$ cat src/rtl/cpu_ctrl_pkg.sv
// Shared definitions for the multi-cycle CPU controller: opcode set, ALU
// operation codes, PC source selects, sequencer state encoding and small
// opcode classification helpers.
package cpu_ctrl_pkg;

   localparam int unsigned OP_W  = 4;
   localparam int unsigned ALU_W = 3;
   localparam int unsigned PCS_W = 2;

   localparam logic [OP_W-1:0] OP_JAL  = 4'b0000;
   localparam logic [OP_W-1:0] OP_JALR = 4'b0001;
   localparam logic [OP_W-1:0] OP_BEQ  = 4'b0010;
   localparam logic [OP_W-1:0] OP_BLE  = 4'b0011;
   localparam logic [OP_W-1:0] OP_LB   = 4'b0100;
   localparam logic [OP_W-1:0] OP_LW   = 4'b0101;
   localparam logic [OP_W-1:0] OP_SB   = 4'b0110;
   localparam logic [OP_W-1:0] OP_SW   = 4'b0111;
   localparam logic [OP_W-1:0] OP_ADD  = 4'b1000;
   localparam logic [OP_W-1:0] OP_SUB  = 4'b1001;
   localparam logic [OP_W-1:0] OP_AND  = 4'b1010;
   localparam logic [OP_W-1:0] OP_OR   = 4'b1011;
   localparam logic [OP_W-1:0] OP_ADDI = 4'b1100;
   localparam logic [OP_W-1:0] OP_SUBI = 4'b1101;
   localparam logic [OP_W-1:0] OP_ANDI = 4'b1110;
   localparam logic [OP_W-1:0] OP_ORI  = 4'b1111;

   localparam logic [ALU_W-1:0] ALU_ADD = 3'd0;
   localparam logic [ALU_W-1:0] ALU_SUB = 3'd1;
   localparam logic [ALU_W-1:0] ALU_AND = 3'd2;
   localparam logic [ALU_W-1:0] ALU_OR  = 3'd3;
   localparam logic [ALU_W-1:0] ALU_BEQ = 3'd4;
   localparam logic [ALU_W-1:0] ALU_BLE = 3'd5;

   localparam logic [PCS_W-1:0] PC_INC = 2'd0;  // PC+2
   localparam logic [PCS_W-1:0] PC_REL = 2'd1;  // PC+imm
   localparam logic [PCS_W-1:0] PC_REG = 2'd2;  // rs1+imm

   typedef enum logic [2:0] {
      ST_FETCH  = 3'd0,
      ST_DECODE = 3'd1,
      ST_EXEC   = 3'd2,
      ST_MEM    = 3'd3,
      ST_WB     = 3'd4,
      ST_HALT   = 3'd5
   } state_t;

   function automatic logic is_branch(input logic [OP_W-1:0] op);
      return op[3:1] == 3'b001;
   endfunction

   function automatic logic is_mem(input logic [OP_W-1:0] op);
      return op[3:2] == 2'b01;
   endfunction

   function automatic logic is_store(input logic [OP_W-1:0] op);
      return is_mem(op) && op[1];
   endfunction

   function automatic logic is_load(input logic [OP_W-1:0] op);
      return is_mem(op) && !op[1];
   endfunction

   // lw/sw move a halfword, lb/sb a byte
   function automatic logic is_half(input logic [OP_W-1:0] op);
      return op[0];
   endfunction

   // Register and immediate ALU ops share the low two opcode bits
   function automatic logic [ALU_W-1:0] alu_of(input logic [OP_W-1:0] op);
      case (op[1:0])
         2'd0:    return ALU_ADD;
         2'd1:    return ALU_SUB;
         2'd2:    return ALU_AND;
         default: return ALU_OR;
      endcase
   endfunction

endpackage

$ cat src/rtl/multicycle_ctrl_if.sv
// Controller <-> datapath/memory signal bundle.
// master: the controller (drives strobes/selects, receives op/zero/readies)
// slave : the datapath and memories side
interface multicycle_ctrl_if;
   import cpu_ctrl_pkg::*;

   logic [OP_W-1:0]  op;
   logic             zero;
   logic             imem_ready;
   logic             dmem_ready;
   logic             imem_req;
   logic             dmem_req;
   logic             ir_we;
   logic             pc_we;
   logic [PCS_W-1:0] PCsrc;
   logic [ALU_W-1:0] ALUOp;
   logic             alucsrc;
   logic             wmem;
   logic             memc;
   logic             m2reg;
   logic             wreg;
   logic             jal;
   logic             instr_done;
   logic             halted;
   logic             err;

   modport master (
      input  op, zero, imem_ready, dmem_ready,
      output imem_req, dmem_req, ir_we, pc_we, PCsrc, ALUOp, alucsrc,
             wmem, memc, m2reg, wreg, jal, instr_done, halted, err
   );

   modport slave (
      output op, zero, imem_ready, dmem_ready,
      input  imem_req, dmem_req, ir_we, pc_we, PCsrc, ALUOp, alucsrc,
             wmem, memc, m2reg, wreg, jal, instr_done, halted, err
   );

endinterface

$ cat src/rtl/mc_wait_timer.sv
// Memory wait counter shared by the fetch and data-memory phases.
// clear  : zero the count (state transition)
// enable : count one wait cycle, saturating at LIMIT
// count  : current wait cycles
// expired: count has reached LIMIT
module mc_wait_timer #(
   parameter int unsigned LIMIT = 15,
   parameter int unsigned CNT_W = 8
) (
   input  logic             clk,
   input  logic             rst,
   input  logic             clear,
   input  logic             enable,
   output logic [CNT_W-1:0] count,
   output logic             expired
);

   assign expired = (count == CNT_W'(LIMIT));

   // Saturating wait counter
   always_ff @(posedge clk or posedge rst) begin
      if (rst)
         count <= '0;
      else if (clear)
         count <= '0;
      else if (enable && !expired)
         count <= count + CNT_W'(1);
   end

endmodule

$ cat src/rtl/multicycle_ctrl.sv
// Multi-cycle sequencer for the 16-bit CPU: FETCH/DECODE/EXEC/MEM/WB with
// stalling memory handshakes and a sticky timeout halt.
// clk, rst : clock, asynchronous active-high reset
// bus      : master side of multicycle_ctrl_if (op/zero/readies in,
//            datapath strobes/selects, instr_done, halted, err out)
module multicycle_ctrl
   import cpu_ctrl_pkg::*;
#(
   parameter int unsigned TIMEOUT = 15,
   parameter int unsigned CNT_W   = 8
) (
   input  logic              clk,
   input  logic              rst,
   multicycle_ctrl_if.master bus
);

   state_t          state, state_next;
   logic [OP_W-1:0] op_q;
   logic            err_q;
   logic            wait_clr, wait_en, wait_exp;
   logic [CNT_W-1:0] wait_cnt;

   mc_wait_timer #(.LIMIT(TIMEOUT), .CNT_W(CNT_W)) u_timer (
      .clk     (clk),
      .rst     (rst),
      .clear   (wait_clr),
      .enable  (wait_en),
      .count   (wait_cnt),
      .expired (wait_exp)
   );

   always_comb assert (wait_cnt <= CNT_W'(TIMEOUT));

   // State register
   always_ff @(posedge clk or posedge rst) begin
      if (rst) state <= ST_FETCH;
      else     state <= state_next;
   end

   // Opcode latch and sticky timeout flag
   always_ff @(posedge clk or posedge rst) begin
      if (rst) begin
         op_q  <= '0;
         err_q <= 1'b0;
      end else begin
         if (state == ST_DECODE) op_q <= bus.op;
         if (state_next == ST_HALT) err_q <= 1'b1;
      end
   end

   // Wait counting only while stalled on the memory owned by this phase
   always_comb begin
      wait_en  = ((state == ST_FETCH) && !bus.imem_ready) ||
                 ((state == ST_MEM)   && !bus.dmem_ready);
      wait_clr = (state_next != state);
   end

   // Next-state logic; a ready in the expiry cycle still wins
   always_comb begin
      state_next = state;
      case (state)
         ST_FETCH:  if (bus.imem_ready) state_next = ST_DECODE;
                    else if (wait_exp)  state_next = ST_HALT;
         ST_DECODE: state_next = ST_EXEC;
         ST_EXEC:   if (is_branch(op_q))   state_next = ST_FETCH;
                    else if (is_mem(op_q)) state_next = ST_MEM;
                    else                   state_next = ST_WB;
         ST_MEM:    if (bus.dmem_ready) state_next = is_store(op_q) ? ST_FETCH : ST_WB;
                    else if (wait_exp)  state_next = ST_HALT;
         ST_WB:     state_next = ST_FETCH;
         ST_HALT:   state_next = ST_HALT;
         default:   state_next = ST_FETCH;
      endcase
   end

   // Output decode; everything forced low while in reset
   always_comb begin
      bus.imem_req   = 1'b0;
      bus.dmem_req   = 1'b0;
      bus.ir_we      = 1'b0;
      bus.pc_we      = 1'b0;
      bus.PCsrc      = PC_INC;
      bus.ALUOp      = ALU_ADD;
      bus.alucsrc    = 1'b0;
      bus.wmem       = 1'b0;
      bus.memc       = 1'b0;
      bus.m2reg      = 1'b0;
      bus.wreg       = 1'b0;
      bus.jal        = 1'b0;
      bus.instr_done = 1'b0;
      bus.halted     = 1'b0;
      bus.err        = err_q;
      if (!rst) begin
         case (state)
            ST_FETCH: begin
               bus.imem_req = 1'b1;
               bus.ir_we    = bus.imem_ready;
            end
            ST_EXEC: begin
               case (op_q)
                  OP_ADD, OP_SUB, OP_AND, OP_OR:
                     bus.ALUOp = alu_of(op_q);
                  OP_ADDI, OP_SUBI, OP_ANDI, OP_ORI: begin
                     bus.ALUOp   = alu_of(op_q);
                     bus.alucsrc = 1'b1;
                  end
                  OP_LB, OP_LW, OP_SB, OP_SW:
                     bus.alucsrc = 1'b1;
                  OP_BEQ, OP_BLE: begin
                     bus.ALUOp      = (op_q == OP_BEQ) ? ALU_BEQ : ALU_BLE;
                     bus.pc_we      = 1'b1;
                     bus.PCsrc      = bus.zero ? PC_INC : PC_REL;
                     bus.instr_done = 1'b1;
                  end
                  OP_JAL:  bus.ALUOp = ALU_ADD;
                  OP_JALR: bus.alucsrc = 1'b1;
                  default: ;
               endcase
            end
            ST_MEM: begin
               bus.dmem_req = 1'b1;
               bus.alucsrc  = 1'b1;
               bus.wmem     = is_store(op_q);
               bus.memc     = is_half(op_q);
               if (bus.dmem_ready && is_store(op_q)) begin
                  bus.pc_we      = 1'b1;
                  bus.instr_done = 1'b1;
               end
            end
            ST_WB: begin
               bus.wreg       = 1'b1;
               bus.pc_we      = 1'b1;
               bus.instr_done = 1'b1;
               if (is_load(op_q)) begin
                  bus.m2reg = 1'b1;
                  bus.memc  = is_half(op_q);
               end
               if (op_q == OP_JAL) begin
                  bus.jal   = 1'b1;
                  bus.PCsrc = PC_REL;
               end
               if (op_q == OP_JALR) begin
                  bus.jal     = 1'b1;
                  bus.PCsrc   = PC_REG;
                  bus.alucsrc = 1'b1;
               end
            end
            ST_HALT: begin
               bus.halted = 1'b1;
               bus.err    = 1'b1;
            end
            default: ;
         endcase
      end
   end

endmodule

$ cat src/flat_wrapper.sv
// flat-port wrapper written by rule: the top's interface ports become plain ports
module multicycle_ctrl_flat import cpu_ctrl_pkg::*;
#(
   parameter int unsigned TIMEOUT = 15,
   parameter int unsigned CNT_W   = 8
)
  (clk, rst, bus_op, bus_zero, bus_imem_ready, bus_dmem_ready, bus_imem_req, bus_dmem_req, bus_ir_we, bus_pc_we, bus_PCsrc, bus_ALUOp, bus_alucsrc, bus_wmem, bus_memc, bus_m2reg, bus_wreg, bus_jal, bus_instr_done, bus_halted, bus_err);
  multicycle_ctrl_if bus_i ();
  input  logic clk;
  input  logic rst;
  input wire logic [$bits(bus_i.op)-1:0] bus_op;
  input wire logic [$bits(bus_i.zero)-1:0] bus_zero;
  input wire logic [$bits(bus_i.imem_ready)-1:0] bus_imem_ready;
  input wire logic [$bits(bus_i.dmem_ready)-1:0] bus_dmem_ready;
  output wire logic [$bits(bus_i.imem_req)-1:0] bus_imem_req;
  output wire logic [$bits(bus_i.dmem_req)-1:0] bus_dmem_req;
  output wire logic [$bits(bus_i.ir_we)-1:0] bus_ir_we;
  output wire logic [$bits(bus_i.pc_we)-1:0] bus_pc_we;
  output wire logic [$bits(bus_i.PCsrc)-1:0] bus_PCsrc;
  output wire logic [$bits(bus_i.ALUOp)-1:0] bus_ALUOp;
  output wire logic [$bits(bus_i.alucsrc)-1:0] bus_alucsrc;
  output wire logic [$bits(bus_i.wmem)-1:0] bus_wmem;
  output wire logic [$bits(bus_i.memc)-1:0] bus_memc;
  output wire logic [$bits(bus_i.m2reg)-1:0] bus_m2reg;
  output wire logic [$bits(bus_i.wreg)-1:0] bus_wreg;
  output wire logic [$bits(bus_i.jal)-1:0] bus_jal;
  output wire logic [$bits(bus_i.instr_done)-1:0] bus_instr_done;
  output wire logic [$bits(bus_i.halted)-1:0] bus_halted;
  output wire logic [$bits(bus_i.err)-1:0] bus_err;
  assign bus_i.op = bus_op;
  assign bus_i.zero = bus_zero;
  assign bus_i.imem_ready = bus_imem_ready;
  assign bus_i.dmem_ready = bus_dmem_ready;
  assign bus_imem_req = bus_i.imem_req;
  assign bus_dmem_req = bus_i.dmem_req;
  assign bus_ir_we = bus_i.ir_we;
  assign bus_pc_we = bus_i.pc_we;
  assign bus_PCsrc = bus_i.PCsrc;
  assign bus_ALUOp = bus_i.ALUOp;
  assign bus_alucsrc = bus_i.alucsrc;
  assign bus_wmem = bus_i.wmem;
  assign bus_memc = bus_i.memc;
  assign bus_m2reg = bus_i.m2reg;
  assign bus_wreg = bus_i.wreg;
  assign bus_jal = bus_i.jal;
  assign bus_instr_done = bus_i.instr_done;
  assign bus_halted = bus_i.halted;
  assign bus_err = bus_i.err;
  multicycle_ctrl #(.TIMEOUT(TIMEOUT), .CNT_W(CNT_W)) u_core (.clk(clk), .rst(rst), .bus(bus_i));
endmodule
$ cat config.mk
export PLATFORM = sky130hd
export DESIGN_NAME = multicycle_ctrl_flat
export DESIGN_NICKNAME = d
export VERILOG_FILES = /design/src/rtl/cpu_ctrl_pkg.sv /design/src/rtl/multicycle_ctrl_if.sv /design/src/rtl/mc_wait_timer.sv /design/src/rtl/multicycle_ctrl.sv /design/src/flat_wrapper.sv
export SDC_FILE = /design/constraint.sdc
export NUM_CORES = 1
export LEC_CHECK = 0
export ABC_AREA = 1
export CORE_ASPECT_RATIO = 1.1
export CORE_UTILIZATION = 44
export CTS_CLUSTER_SIZE = 28
export DETAILED_ROUTE_END_ITERATION = 6
export PLACE_DENSITY = 0.77
export SLEW_MARGIN = 5
export SYNTH_ARGS = -nofsm -noshare
export SYNTH_HDL_FRONTEND = slang
export SYNTH_SLANG_ARGS = --single-unit
$ cat constraint.sdc
create_clock -name clk -period 1.6 [get_ports clk]
set_clock_uncertainty 0.05 [all_clocks]
set_input_delay 0.4 -clock clk [delete_from_list [all_inputs] [get_ports clk]]
set_output_delay 0.4 -clock clk [all_outputs]
set_load 0.01 [all_outputs]
# Word-level counts from Yosys, hierarchy flattened
# Index checks and enable logic that the tools add are counted.
dict set report word_totals {
  ff_bits 16
  latchBits 0
  mem_bits_rw 0
  rom_bits 0
  input_bits 9
  output_inout_bits 18
  elab_cells 102
  mem_count 0
}
dict set report classes {
  addsub 1
  n_mul 0
  n_div 0
  n_lt_le_gt_ge 0
  eq_ne 27
  n_shift 0
  mux 52
  n_bitwise 0
  n_reduce_logical 18
}
# op count
set op_table {}
lappend op_table {{$eq 4x4->1 const B} 8}
lappend op_table {{$mux 1} 32}
lappend op_table {{$mux 3} 8}
lappend op_table {{$eq 4x3->1 const B} 4}
lappend op_table {{$mux 8} 2}
lappend op_table {{$pmux 3 s5} 1}
lappend op_table {{$eq 3x3->1 const B} 3}
lappend op_table {{$reduce_or 9->1} 1}
lappend op_table {{$add 8x1->8 const B} 1}
lappend op_table {{$eq 4x2->1 const B} 2}
lappend op_table {{$eq 8x4->1 const B} 1}
lappend op_table {{$reduce_or 8->1} 1}
lappend op_table {{$eq 3x1->1 const B} 2}
lappend op_table {{$eq 3x2->1 const B} 2}
lappend op_table {{$logic_and 1x1->1} 6}
lappend op_table {{$mux 2} 3}
lappend op_table {{$pmux 1 s3} 2}
lappend op_table {{$pmux 2 s3} 1}
lappend op_table {{$pmux 3 s2} 1}
lappend op_table {{$eq 2x1->1 const B} 2}
lappend op_table {{$eq 4x1->1 const B} 1}
lappend op_table {{$logic_not 1->1} 4}
lappend op_table {{$logic_not 4->1} 1}
lappend op_table {{$pmux 2 s2} 1}
lappend op_table {{other kinds (8)} 8}

# Longest topological paths before layout
dict set report depth {
  word_depth 7
  ltp_mapped 10
  ltp_nobuf 10
}

# Modules after synthesis
# A second synthesis with hierarchy kept.
dict set report hier_totals {
  hier_cells 175
  area_unflattened_um2 1171.1
}
# mod instances cells_each area_each_um2 seq_area_each_um2
set by_module_without_submodules {}
lappend by_module_without_submodules {multicycle_ctrl 1 107 674.4 200.2}
lappend by_module_without_submodules {mc_wait_timer 1 68 496.7 200.2}

# Worst setup path after synthesis
# Ideal clock, no wire load.
dict set report synth_path {
  path_kind {reg-to-output}
  startpoint {register u_core.state[2]}
  endpoint {output bus_memc}
  t_arrival_ns 1.463
  required_time_ns 1.150
  path_slack_ns -0.313
  path_stages_with_launch 9
  n_path_buf 0
  path_cell_list {dfrtp_1 inv_1 nor3_2 inv_1 nor2_2 nand2_1 nor2_1 nor2_1 nor2_1}
}
dict set report synth_between {
  elab_chain_len 3
  elab_cells_between_ends 4
  cone_classes {eq/ne: 2; mux: 2}
}
# item line
set synth_lines {}
lappend synth_lines {{start, declared} multicycle_ctrl.sv:17} ;# state_t state, state_next;
lappend synth_lines {{start signal, assigned} multicycle_ctrl.sv:37} ;# else state <= state_next;
lappend synth_lines {{$eq 3x3->1 / $eq 3x2->1 (equally long branches)} multicycle_ctrl.sv:94} ;# case (state)
lappend synth_lines {{$pmux 1 s2 *} multicycle_ctrl.sv:94}
lappend synth_lines {{$mux 1 *} multicycle_ctrl.sv:93} ;# if (!rst) begin
lappend synth_lines {{end, declared} flat_wrapper.sv:23} ;# output wire logic [$bits(bus_i.memc)-1:0] bus_memc;
# Mark *: on every way between the ends. The rest lies on a longest branch, timed or not.

# Worst setup path in the final report
dict set report layout_path {
  startpoint {register u_core.state[1]}
  endpoint {output bus_PCsrc[0]}
}
dict set report layout_between {
  elab_chain_len 3
  elab_cells_between_ends 4
  cone_classes {eq/ne: 2; mux: 2}
}
# item line
set layout_lines {}
lappend layout_lines {{$eq 3x3->1 / $eq 3x2->1 (equally long branches)} multicycle_ctrl.sv:94}
lappend layout_lines {{$pmux 2 s2 *} multicycle_ctrl.sv:94}
lappend layout_lines {{$mux 2 *} multicycle_ctrl.sv:93}
lappend layout_lines {{end, declared} flat_wrapper.sv:19} ;# output wire logic [$bits(bus_i.PCsrc)-1:0] bus_PCsrc;
# Marks and branches as above.

==> flow_metrics.py <==
metrics = {
    "status": {
        "status": "complete, but fails checks",
        "failed_checks": "setup timing",
    },
    "timing": {
        "hold_viol_final": 0,
        "timing.setup.tns_ns": -9.97,
        "clock.fmax_ghz": 0.471,
        "drv_slew": 0,
        "rsz0062_at_grt": "yes",
        "setup_viol": 30,
        "min_period_ns": 2.12,
        "finalCritPeriodShare": 1.33,
        "slew_headroom": 0.723,
        "worst_pin_slew_ns": 0.415,
        "timing.final.ws_setup_ns": -0.524,
    },
    "critical_path": {
        "crit_arrival_ns": 1.67,
        "crit_start": "u_core.state[1]$_DFF_PP0_",
        "reg2reg_depth": 13,
        "regToRegSetupSlack_ns": -0.33,
        "crit_end": "bus_PCsrc[0]",
        "crit_type": "flip-flop to output port",
        "r2r-end": "u_core.u_timer.count[7]$_DFFE_PP0P_",
        "endpoint_kind": "output port",
        "cp-start-kind": "flip-flop",
        "r2r_start": "u_core.state[1]$_DFF_PP0_",
        "required_ns": 1.15,
        "path_max_fanout": 5,
    },
    "floorplanning": {
        "die_h_um": 54.5,
        "io_pins": 27,
        "coreArea_sq_um": 2300,
        "dieArea_sq_um": 2710,
        "initial_utilization": 0.479,
        "die_w_um": 49.7,
        "row_count": 18,
    },
    "route": {
        "avgViaCountPerCell": 6.11,
        "drtIter0Drc": 90,
        "drc_errors": 0,
        "drt-total-wl_mm": 5.88,
        "drtAntennaViolNets": 0,
        "dr_total_vias": 1650,
        "wl_per_cell_um": 21.8,
        "drt_first_pass_iters": 6,
    },
    "yosys": {
        "ys_seq_area_frac": 0.364,
        "synth_cell_type_count": 23,
        "yosys_warnings": 0,
        "syn_area_sq_um": 1100,
        "synth-edff-count": 0,
        "synth.avg_cell_area_sq_um": 6.84,
        "synthArstFlopShare": 1.00,
        "syn-num-nets": 171,
        "synth-seq-cells": 16,
        "syn_inst": 161,
        "synthFlopType": "dfrtp_1",
    },
    "power_and_ir_drop": {
        "pwr-share-clk": 0.083,
        "swShare": 0.501,
        "p_int_mw": 1.70,
        "ir_drop_mv": 1.08,
        "p_switching_mw": 1.70,
        "powerDensity_nw_per_um2": 1570,
        "combPwrFrac": 0.740,
        "power.leakage_nw": 1.02,
        "p_seq_frac": 0.177,
    },
    "global_routing": {
        "grt_usage": 0.312,
        "antenna_found_initial": 0,
        "grt_pass1_wl_mm": 6.13,
        "grt_max_degree": 17,
        "overflow": 0,
        "first_global_vias": 1372,
    },
    "finish": {
        "multi_input_area_sq_um": 937,
        "final_nets": 251,
        "area_growth_pct": 96.1,
        "fin_util": 0.940,
        "seq_area_sq_um": 403,
        "antennaDiodeCount": 0,
        "drive_gt1_frac": 0.617,
        "fillers": 69,
    },
    "min_path": {
        "min_path_type": "flip-flop to flip-flop",
    },
    "job": {
        "maxCapViolations": 0,
    },
    "clocking": {
        "numCtsBuffers": 3,
        "cts.sinks": 16,
        "cts_tree": "built",
        "htree_num_levels": 1,
        "clock_latency_ns": 0.29,
        "ctsHoldBuffers": 0,
        "root_buffer": "clkbuf_4",
        "clockBufferDepth": 2,
        "path_clk_slew_ns": 0.11,
    },
    "place": {
        "hpwl_mm": 2.33,
        "gp_congestion": 0.851,
        "io_buffers": 26,
    },
}
[how the worst min path moves through the flow]
stage	startpoint	end	slack, ns	cells after the start
CTS	u_core.err_q$_DFFE_PP0N_	u_core.err_q$_DFFE_PP0N_	0.42	2
global route	u_core.err_q$_DFFE_PP0N_	u_core.err_q$_DFFE_PP0N_	0.48	2
floorplan	u_core.err_q$_DFFE_PP0N_	u_core.err_q$_DFFE_PP0N_	0.37	2
finish	u_core.err_q$_DFFE_PP0N_	u_core.err_q$_DFFE_PP0N_	0.49	2
global placement	u_core.err_q$_DFFE_PP0N_	u_core.err_q$_DFFE_PP0N_	0.38	2
detailed placement	u_core.err_q$_DFFE_PP0N_	u_core.err_q$_DFFE_PP0N_	0.40	2
[synth_stat cells (2+ instances only)]
| cell | instances | area share |
|---|---|---|
| nand2_1 | 29 | 0.099 |
| inv_1 | 26 | 0.089 |
| nor2_1 | 26 | 0.089 |
| dfrtp_1 | 16 | 0.36 |
| nand3_1 | 14 | 0.064 |
| o21ai_0 | 10 | 0.045 |
| nor3_1 | 8 | 0.036 |
| nand2_2 | 5 | 0.028 |
| nand4_1 | 4 | 0.023 |
| a21oi_1 | 3 | 0.014 |
| nor2_2 | 3 | 0.017 |
| xor2_1 | 3 | 0.024 |
| nand3_2 | 2 | 0.018 |
| nor4_1 | 2 | 0.011 |
| o21bai_1 | 2 | 0.014 |
[flip-flops by register name, indices dropped and copies added, names as in the netlist]
register / cells
u_core.state: 3
u_core.u_timer.count: 8
u_core.err_q: 1
u_core.op_q: 4
[cell type report]
cell class / instances / area share
multi-input cells: 117 / 0.434
repair buffers: 77 / 0.299
flip-flops and latches: 16 / 0.187
inverters: 26 / 0.0463
well taps: 30 / 0.0174
clock buffers: 4 / 0.0168
[per-stage QoR]
step,hold slack [ns],cell area [sq um],cells,power [mW],worst slack [ns]
6_report,0.485,2160,270,3.40,-0.524
4_1_cts,0.424,1910,261,2.66,-0.451
3_5_place_dp,0.400,1680,248,1.91,-0.821
5_1_grt,0.477,2160,270,3.51,-0.590
2_1_floorplan,0.368,1130,161,1.25,-0.201
3_3_place_gp,0.382,1680,248,1.89,-0.792
[power by group through the flow]
stage / Sequential, mW / Combinational, mW / Clock [mW]
5_1_grt: 0.600 / 2.62 / 0.297
2_1_floorplan: 0.588 / 0.657 / 0
3_3_place_gp: 0.566 / 1.32 / 0
3_5_place_dp: 0.568 / 1.34 / 0
6_report: 0.603 / 2.51 / 0.282
4_1_cts: 0.585 / 1.81 / 0.272
[placed cells by master (no fill, tap or decap), types with 2 or more instances in the layout]
master,Yosys,final
a21oi_2,0,2
nor2_4,1,13
nand2_1,29,19
nor2_1,26,7
o21bai_1,2,2
nand2_2,5,7
nand4_1,4,4
clkbuf_4,0,3
o21ai_0,10,5
nor3_1,8,2
clkdlybuf4s50_1,0,7
buf_4,1,35
xor2_1,3,2
inv_2,0,8
dfrtp_2,0,2
dfrtp_1,16,14
o21ai_1,0,2
nand2_4,0,7
inv_1,26,17
nand3_2,2,6
buf_2,0,14
buf_6,0,19
nor3_2,1,3
nor2_2,3,10
o21ai_2,0,3
nand3_4,0,4
nor3_4,0,4
nand3_1,14,6
[critical path: stages (launching register included)]
cell,delay (ns)
dfrtp_1,0.45
buf_6,0.17
nand3_4,0.11
buf_6,0.15
nor3_4,0.13
a21oi_2,0.05
nor2_1,0.15
buf_2,0.17
[what timing repair did]
item,in CTS,in global routing
endpoints found under the setup margin,26,32
setup buffers,11,9
pin swaps,29,9
resized for setup,134,47
[layer usage]
layer,wire length (um),GRT usage
met5,0,0
met4,427,0.176
met3,560,0.0472
met2,2910,0.613
met1,1980,0.321
[logic make-up (layout without fill, tap and decap cells)]
logic type / count (synthesis) / in the layout / share of synthesized area
flops: 16 / 16 / 0.364
xor+xnor: 3 / 3 / 0.0239
fa+ha+maj: 1 / 1 / 0.0114
compound gates: 17 / 17 / 0.0909
simple gates: 96 / 96 / 0.411
buf+inv: 28 / 107 / 0.0989
Note: power is estimated with default switching activity, not from simulation.
